<file path="config.mk">
export PLATFORM = sky130hd
export DESIGN_NAME = instr_fetch_flat
export DESIGN_NICKNAME = d
export VERILOG_FILES = /design/src/rtl/instr_fetch_if.sv /design/src/rtl/instr_fetch.sv /design/src/flat_wrapper.sv
export SDC_FILE = /design/constraint.sdc
export NUM_CORES = 1
export LEC_CHECK = 0
export CAP_MARGIN = 20
export CORE_ASPECT_RATIO = 0.8
export CORE_MARGIN = 2
export CORE_UTILIZATION = 52
export DETAILED_ROUTE_END_ITERATION = 6
export PLACE_DENSITY = 0.89
export SYNTH_ARGS = -nofsm -noshare
export SYNTH_HDL_FRONTEND = slang
export SYNTH_SLANG_ARGS = --single-unit
</file>
<file path="constraint.sdc">
create_clock -name clk -period 3.2 [get_ports clk]
set_input_delay 0.64 -clock clk [delete_from_list [all_inputs] [get_ports clk]]
set_output_delay 0.64 -clock clk [all_outputs]
set_load 0.01 [all_outputs]
</file>
<file path="src/rtl/instr_fetch_if.sv">
// Fetch-side bus: instruction ROM port, execute redirect, and the decode handshake.
// Handshake: an instruction transfers on a cycle where instr_valid && instr_ready at the rising edge; instr/instr_pc are stable while instr_valid is high and not yet accepted.
interface instr_fetch_if #(
    parameter int AW = 10
);
    logic [AW-1:0] rom_address;
    logic [9:0]    rom_data;
    logic          redirect_valid;
    logic [AW-1:0] redirect_addr;
    logic          instr_valid;
    logic          instr_ready;
    logic [9:0]    instr;
    logic [AW-1:0] instr_pc;
    logic          halted;

    modport master (
        output rom_address,
        input  rom_data,
        input  redirect_valid,
        input  redirect_addr,
        output instr_valid,
        input  instr_ready,
        output instr,
        output instr_pc,
        output halted
    );

    modport slave (
        input  rom_address,
        output rom_data,
        output redirect_valid,
        output redirect_addr,
        input  instr_valid,
        output instr_ready,
        input  instr,
        input  instr_pc,
        input  halted
    );
endinterface

</file>
<file path="src/rtl/instr_fetch.sv">
// Instruction fetch unit: PC, jump folding, halt detection, redirect flush and a small in-order buffer to decode.
// Optional macro FETCH_JUMP_FOLD_EN: jump words are consumed in fetch instead of being pushed to decode.
module instr_fetch #(
    parameter int            AW       = 10,
    parameter logic [AW-1:0] RESET_PC = '0,
    parameter int            DEPTH    = 2
) (
    input  logic           clk,
    input  logic           rst,
    instr_fetch_if.master  bus,
    output logic           dbg_state
);
    localparam int PW = $clog2(DEPTH);
    localparam int CW = PW + 1;
    localparam logic [9:0] HALT_WORD = 10'b0010000010;

    typedef enum logic {
        RUN    = 1'b0,
        HALTED = 1'b1
    } state_e;

    state_e        state_q, state_d;
    logic [AW-1:0] pc_q, pc_d;
    logic [CW-1:0] count_q, count_d;
    logic [PW-1:0] rd_ptr_q, rd_ptr_d;
    logic [PW-1:0] wr_ptr_q, wr_ptr_d;
    logic [9:0]    last_word_q, last_word_d;
    logic [AW-1:0] last_pc_q, last_pc_d;

    logic [9:0]    buf_word_q [DEPTH];
    logic [AW-1:0] buf_pc_q   [DEPTH];

    logic pop;
    logic fetch;
    logic push;
    logic is_jump;
    logic is_halt;

    assign bus.rom_address = pc_q;
    assign bus.instr_valid = (count_q != '0);
    assign bus.halted      = (state_q == HALTED);
    assign dbg_state       = state_q;
    // An empty buffer keeps showing the most recent head rather than stale slot contents.
    assign bus.instr       = bus.instr_valid ? buf_word_q[rd_ptr_q] : last_word_q;
    assign bus.instr_pc    = bus.instr_valid ? buf_pc_q[rd_ptr_q]   : last_pc_q;

    always_comb begin
        pop     = bus.instr_valid && bus.instr_ready;
        is_jump = (bus.rom_data[9:6] == 4'b1000);
        is_halt = (bus.rom_data == HALT_WORD);
        fetch   = (state_q == RUN) && ((count_q < CW'(DEPTH)) || pop) && !bus.redirect_valid;
`ifdef FETCH_JUMP_FOLD_EN
        push    = fetch && !is_jump;
`else
        push    = fetch;
`endif

        state_d     = state_q;
        pc_d        = pc_q;
        count_d     = count_q;
        rd_ptr_d    = rd_ptr_q;
        wr_ptr_d    = wr_ptr_q;
        last_word_d = last_word_q;
        last_pc_d   = last_pc_q;

        if (bus.instr_valid) begin
            last_word_d = buf_word_q[rd_ptr_q];
            last_pc_d   = buf_pc_q[rd_ptr_q];
        end

        if (bus.redirect_valid) begin
            // Redirect overrides everything: flush, retarget, leave HALTED.
            state_d  = RUN;
            pc_d     = bus.redirect_addr;
            count_d  = '0;
            rd_ptr_d = '0;
            wr_ptr_d = '0;
        end else begin
            if (fetch) begin
                if (is_halt) begin
                    state_d = HALTED;
                end else if (is_jump) begin
                    pc_d = AW'(bus.rom_data[5:0]);
                end else begin
                    pc_d = pc_q + AW'(1);
                end
            end
            if (pop) begin
                rd_ptr_d = rd_ptr_q + PW'(1);
            end
            if (push) begin
                wr_ptr_d = wr_ptr_q + PW'(1);
            end
            count_d = count_q + CW'(push) - CW'(pop);
        end
    end

    always_ff @(posedge clk) begin
        if (rst) begin
            state_q     <= RUN;
            pc_q        <= RESET_PC;
            count_q     <= '0;
            rd_ptr_q    <= '0;
            wr_ptr_q    <= '0;
            last_word_q <= '0;
            last_pc_q   <= '0;
        end else begin
            state_q     <= state_d;
            pc_q        <= pc_d;
            count_q     <= count_d;
            rd_ptr_q    <= rd_ptr_d;
            wr_ptr_q    <= wr_ptr_d;
            last_word_q <= last_word_d;
            last_pc_q   <= last_pc_d;
        end
    end

    // Storage needs no reset: count_q alone decides which slots are live.
    always_ff @(posedge clk) begin
        if (push) begin
            buf_word_q[wr_ptr_q] <= bus.rom_data;
            buf_pc_q[wr_ptr_q]   <= pc_q;
        end
    end
endmodule

</file>
<file path="src/flat_wrapper.sv">
// flat-port wrapper written by rule: the top's interface ports become plain ports
module instr_fetch_flat 
#(
    parameter int            AW       = 10,
    parameter logic [AW-1:0] RESET_PC = '0,
    parameter int            DEPTH    = 2
)
  (clk, rst, dbg_state, bus_rom_address, bus_rom_data, bus_redirect_valid, bus_redirect_addr, bus_instr_valid, bus_instr_ready, bus_instr, bus_instr_pc, bus_halted);
  instr_fetch_if #(.AW(AW)) bus_i ();
  input  logic clk;
  input  logic rst;
  output logic dbg_state;
  output wire logic [$bits(bus_i.rom_address)-1:0] bus_rom_address;
  input wire logic [$bits(bus_i.rom_data)-1:0] bus_rom_data;
  input wire logic [$bits(bus_i.redirect_valid)-1:0] bus_redirect_valid;
  input wire logic [$bits(bus_i.redirect_addr)-1:0] bus_redirect_addr;
  output wire logic [$bits(bus_i.instr_valid)-1:0] bus_instr_valid;
  input wire logic [$bits(bus_i.instr_ready)-1:0] bus_instr_ready;
  output wire logic [$bits(bus_i.instr)-1:0] bus_instr;
  output wire logic [$bits(bus_i.instr_pc)-1:0] bus_instr_pc;
  output wire logic [$bits(bus_i.halted)-1:0] bus_halted;
  assign bus_rom_address = bus_i.rom_address;
  assign bus_i.rom_data = bus_rom_data;
  assign bus_i.redirect_valid = bus_redirect_valid;
  assign bus_i.redirect_addr = bus_redirect_addr;
  assign bus_instr_valid = bus_i.instr_valid;
  assign bus_i.instr_ready = bus_instr_ready;
  assign bus_instr = bus_i.instr;
  assign bus_instr_pc = bus_i.instr_pc;
  assign bus_halted = bus_i.halted;
  instr_fetch #(.AW(AW), .RESET_PC(RESET_PC), .DEPTH(DEPTH)) u_core (.clk(clk), .rst(rst), .bus(bus_i), .dbg_state(dbg_state));
endmodule
</file>
### Word level (Yosys, flattened, before mapping)

Memory sizes are Yosys's and may differ from the RTL's. A register that Yosys moved wholly into a read port is not among the register bits.
Index checks and enable logic that the tools add are counted.

| operators by class | value |
|---|---|
| order comparisons | 1 |
| add/sub/neg operators | 5 |
| eq/ne operators | 3 |
| multiplexer cells | 12 |
| divide/modulo/power cells | 0 |
| shift-type cells | 0 |
| bitwise operators | 1 |
| reductions and logical operators | 10 |
| $mul | 0 |

Operators by type and width:

| kind | number |
|---|---|
| $mux 10 | 6 |
| $add 10x1->10 const B | 1 |
| $eq 10x8->1 const B | 1 |
| $mux 1 | 6 |
| $eq 4x4->1 const B | 1 |
| $reduce_and 2->1 | 2 |
| $reduce_bool 2->1 | 2 |
| $logic_and 1x1->1 | 3 |
| $add 1x1->1 const B | 2 |
| $add 2x1->2 | 1 |
| $lt 2x2->1 const B | 1 |
| $ne 2x2->1 const B | 1 |
| $reduce_or 2->1 | 1 |
| $sub 2x1->2 | 1 |
| $logic_not 1->1 | 1 |
| $logic_or 1x1->1 | 1 |
| $not 1->1 | 1 |

| storage, ports and cells | value |
|---|---|
| memories | 2 |
| word-level logic and storage cells | 41 |
| output and inout port bits | 33 |
| input port bits | 24 |
| latch bits | 0 |
| flip-flop bits (word level) | 35 |
| RAM bits | 40 |
| ROM bits | 0 |

Memory list:

| memory | depth | width | rd ports | clocked after Yosys merged registers in | write ports | line | RTL |
|---|---|---|---|---|---|---|---|
| u_core.buf_pc_q | 2 | 10 | 1 | 1 | 1 | instr_fetch.sv:31 | `logic [AW-1:0] buf_pc_q [DEPTH];` |
| u_core.buf_word_q | 2 | 10 | 1 | 1 | 1 | instr_fetch.sv:30 | `logic [9:0] buf_word_q [DEPTH];` |

### Depth between registers and ports, before layout

| depth | value |
|---|---|
| depth after elaboration | 7 |
| gate-level depth with buffers | 7 |
| gate-level depth less buffers | 6 |

### Worst setup path after synthesis

No wires, ideal clock.

| path | value |
|---|---|
| kind | input-to-reg |
| start point | input bus_instr_ready |
| end point | memory u_core.buf_pc_q[0][0] (enable) |
| arrival | 2.378 ns |
| cell stages on the path | 4 |
| slack | 0.400 ns |
| path buffers | 1 |
| setup time | 0.422 ns |
| path through | inv_1 > a21o_1 > clkbuf_8 > nor3_1 |

| on the way | value |
|---|---|
| cells in the longest elaborated chain, start to end | 6 |

Ends and longest elaborated chain:

| item | line | RTL |
|---|---|---|
| start: declaration | flat_wrapper.sv:18 | `input wire logic [$bits(bus_i.instr_ready)-1:0] bus_instr_ready;` |
| $logic_and 1x1->1 | instr_fetch.sv:48 | `pop = bus.instr_valid && bus.instr_ready;` |
| $logic_or 1x1->1 | instr_fetch.sv:51 | `fetch = (state_q == RUN) && ((count_q < CW'(DEPTH)) \|\| pop) && !bus.redirect_valid;` |
| $logic_and 1x1->1 (2 in series) | instr_fetch.sv:51 |  |
| $mux 1 | instr_fetch.sv:120 | `if (push) begin` |
| $mux 1 (not written as such) | instr_fetch.sv:122 | `buf_pc_q[wr_ptr_q] <= pc_q;` |
| end: declaration | instr_fetch.sv:31 |  |

No other way between the ends.

### Worst setup path after layout

| path | value |
|---|---|
| start point | register u_core.count_q[1] |
| end point | output bus_instr[5] |

| on the way | value |
|---|---|
| cells in the longest elaborated chain, start to end | 2 |

Ends and longest elaborated chain:

| item | line | RTL |
|---|---|---|
| start: declaration | instr_fetch.sv:24 | `logic [CW-1:0] count_q, count_d;` |
| start signal: assignment | instr_fetch.sv:110 | `count_q <= count_d;` |
| $reduce_bool 2->1 | instr_fetch.sv:40 | `assign bus.instr_valid = (count_q != '0);` |
| $mux 10 | -- |  |
| end: declaration | flat_wrapper.sv:19 | `output wire logic [$bits(bus_i.instr)-1:0] bus_instr;` |

No other way between the ends.

==> impl_metrics.py <==
metrics = {
    "run_status": {
        "status": "completed",
    },
    "route": {
        "top_layer_used": "met4",
        "met2WireLength_mm": 3.29,
        "drtAntennaViolNets": 0,
        "drcViolationCount": 0,
        "detailroute.via_count": 2265,
        "total_length_of_routed_met3_wires_um": 546,
        "drtPass1Iterations": 4,
        "drt-vias-per-instance": 5.43,
        "drt-wirelength-per-cell_um": 16.6,
        "totalWireLength_mm": 6.90,
        "detail_route.wirelength.met1_mm": 3.04,
        "initial_drt_markers": 185,
    },
    "clock_tree": {
        "post_cts.repair.setup_buffers": 0,
        "cts_repair_resize_count": 0,
        "cts_num_sinks": 76,
        "tritoncts": "built",
        "clk_latency_ns": 0.35,
        "cts_root_buf": "clkbuf_8",
        "cts-buffers-inserted": 9,
        "clkTransAtPathRegs_ns": 0.08,
        "max-clock-path-buffers": 2,
        "cts.htree.levels": 3,
        "postCtsHoldBufs": 0,
    },
    "grt": {
        "grt_util_all_layers_pct": 21.6,
        "grt_pass1_wl_mm": 11.0,
        "antenna_found_initial": 0,
        "grt_max_degree": 31,
        "vias_in_the_first_global_route": 2147,
        "grt_overflow_total": 0,
    },
    "place": {
        "finalWeightedCongestion": 0.836,
        "placement.cell_area_mm2": 0.00383,
        "dp.cells": 401,
        "io_buffer_count": 56,
        "dp.final_hpwl_mm": 4.55,
    },
    "yosys": {
        "synth_fp_nets": 295,
        "syn_area_mm2": 0.00319,
        "ys_dominant_reg_cell": "edfxtp_1",
        "synth_sequential_area_ratio_pct": 60.3,
        "synth_cell_types": 44,
        "synth_enable_flop_cells": 40,
        "post_synth.cell_area_avg_um2": 11.9,
        "number_of_warnings_issued_by_yosys": 0,
        "synth-seq-cells": 76,
        "async_reset_ff_share_pct": 0,
        "syn_inst": 269,
    },
    "floorplanning": {
        "ios": 57,
        "start_util_pct": 53.9,
        "placement_rows": 25,
        "dieArea_mm2": 0.00678,
        "dieHeight_um": 74.0,
        "chipWidth_um": 91.6,
        "core_mm2": 0.00591,
    },
    "finish": {
        "total_of_fill_cells_in_the_finished_design": 409,
        "finish.utilization_pct": 68.5,
        "post_route_cells_drive_above_1_share_pct": 11.0,
        "post_layout_nonfiller_instances": 417,
        "register_area_mm2": 0.00192,
        "final_cell_area_mm2": 0.00405,
        "insertedDiodeCount": 0,
        "syn_to_final_growth_pct": 26.9,
        "multi_input_comb_area_mm2": 0.00115,
        "nNetsFinal": 357,
    },
    "flow_run": {
        "max_cap_viol_count": 0,
    },
    "timing": {
        "final.min_clock_period_ns": 2.54,
        "report.final.slew_viol_count": 0,
        "worst_slew_margin_relative_to_its_limit_pct": 63.6,
        "rsz0062_at_grt": "false",
        "clock_skew_ns": 0.00781,
        "worst_slew_pin_slew_ns": 0.545,
        "final-hold-violation-count": 0,
        "setup_violations": 0,
        "fin_crit_sh_pct": 79.4,
        "fin_setup_tns_ns": 0,
        "max_freq_mhz": 394,
    },
    "pwr": {
        "cellLeakagePower_nw": 1.43,
        "power_mw": 2.38,
        "ir_drop_mv": 0.382,
        "power.density_cell_area_mw_per_mm2": 588,
    },
    "setup_path": {
        "timing.critical_path.to_type": "primary output",
        "required_time_at_the_worst_slack_endpoint_ns": 2.56,
        "timing.reg2reg.setup_slack_ns": 1.31,
        "critical_path.startpoint_type": "register",
        "worst_r2r_path_depth": 6,
        "worstSetupPathType": "register to primary output",
        "worst-path-max-fanout": 20,
        "worst-endpoint-arrival_ns": 1.90,
    },
    "min_path": {
        "holdCritPathClass": "register to register",
        "worst_hold_path_cells": 2,
    },
}
## power breakdown
group | internal [mW] | total, mW | leakage (nW) | switching, mW
registers | 1.11 | 1.15 | 0.675 | 0.0431
clock network | 0.441 | 0.791 | 0.111 | 0.350
logic | 0.225 | 0.437 | 0.647 | 0.212
total | 1.77 | 2.38 | 1.43 | 0.605
## cells in the mapped netlist (all sizes together) (2+ instances only)
cell type	instances	share of area (%)
edfxtp	40	38
dfxtp	36	23
nand2	24	2.8
mux2i	22	6.9
nor2	20	2.4
nor2b	20	3.9
o21ai	20	3.1
clkbuf	8	1.3
nor3	8	1.4
buf	7	1.9
inv	7	0.82
a2111oi	5	2.0
nand3	5	0.78
xor2	5	1.4
a21oi	4	0.63
nand4	4	0.78
nor4b	4	1.5
xnor2	4	1.1
a211o	3	0.82
a211oi	2	0.47
a311oi	2	0.55
and3	2	0.39
and4	2	0.55
ha	2	0.78
nor4	2	0.39
or2	2	0.47
## stage by stage
stage | hold slack [ns] | setup slack, ns
detailed placement | 0.514 | 0.590
CTS | 0.529 | 0.632
floorplan | 0.481 | 0.400
finish | 0.530 | 0.659
global route | 0.546 | 0.536
global placement | 0.495 | 0.651
## layout make-up
class	count	area share (%)
multi-input combinational	171	28.3
tap	81	2.50
sequential	76	47.5
clock buffer	10	3.15
timing repair buffer	66	15.7
inverter	7	0.649
clock inverter	6	2.16
## cell usage in the layout (no fill, tap or decap), drive strengths merged, types with 3 or more instances in the layout
master         netlist  final
dfxtp               36     36
nor2                20     20
clkdlybuf4s50        0     56
inv                  7      8
nor3                 8      8
clkbuf               8     10
a21oi                4      4
xor2                 5      5
edfxtp              40     40
nand3                5      5
mux2i               22     22
nor4b                4      4
o21ai               20     20
nand2               24     24
nor2b               20     20
nand4                4      4
xnor2                4      4
clkinv               0      3
a2111oi              5      5
buf                  7     10
a211o                3      3
## sequential cells by signal (all words and copies together), names as in the netlist, named ones only
name and flops:
u_core.last_word_q 10, u_core.bus.halted 1, u_core.rd_ptr_q 1, u_core.last_pc_q 10, u_core.buf_pc_q 20, u_core.count_q 2
u_core.buf_word_q 20, u_core.bus.rom_address 10, u_core.wr_ptr_q 1
## cell families after synthesis
family | count (synthesis) | synth area share [%]
compound gates | 41 | 9.06
xor+xnor | 9 | 2.47
fa+ha+maj | 2 | 0.784
buf+inv | 22 | 4.00
flops | 76 | 60.3
mux | 22 | 6.90
simple gates | 97 | 16.5
## final timing paths
path	from	to
worst max-delay path	u_core.count_q[1]	bus_instr[5]
worst min-delay path	u_core.rd_ptr_q	register
worst max register to register	u_core.bus.rom_address[0]	u_core.bus.rom_address[4]
worst min register to register	u_core.rd_ptr_q	register
## per-layer routing
layer	vias to the layer above	GRT usage [%]
met5	-	0
met4	0	4.04
met3	2	7.50
met2	102	35.0
met1	1063	28.8
li1	1098	-
## critical path, stage by stage (launching register included)
cell and delay, ns:
dfxtp_1 0.35, nor2_2 0.14, buf_4 0.24, nand2_1 0.09, o21ai_0 0.12, clkdlybuf4s50_1 0.61
No activity file was read; power rests on OpenSTA's default activity.
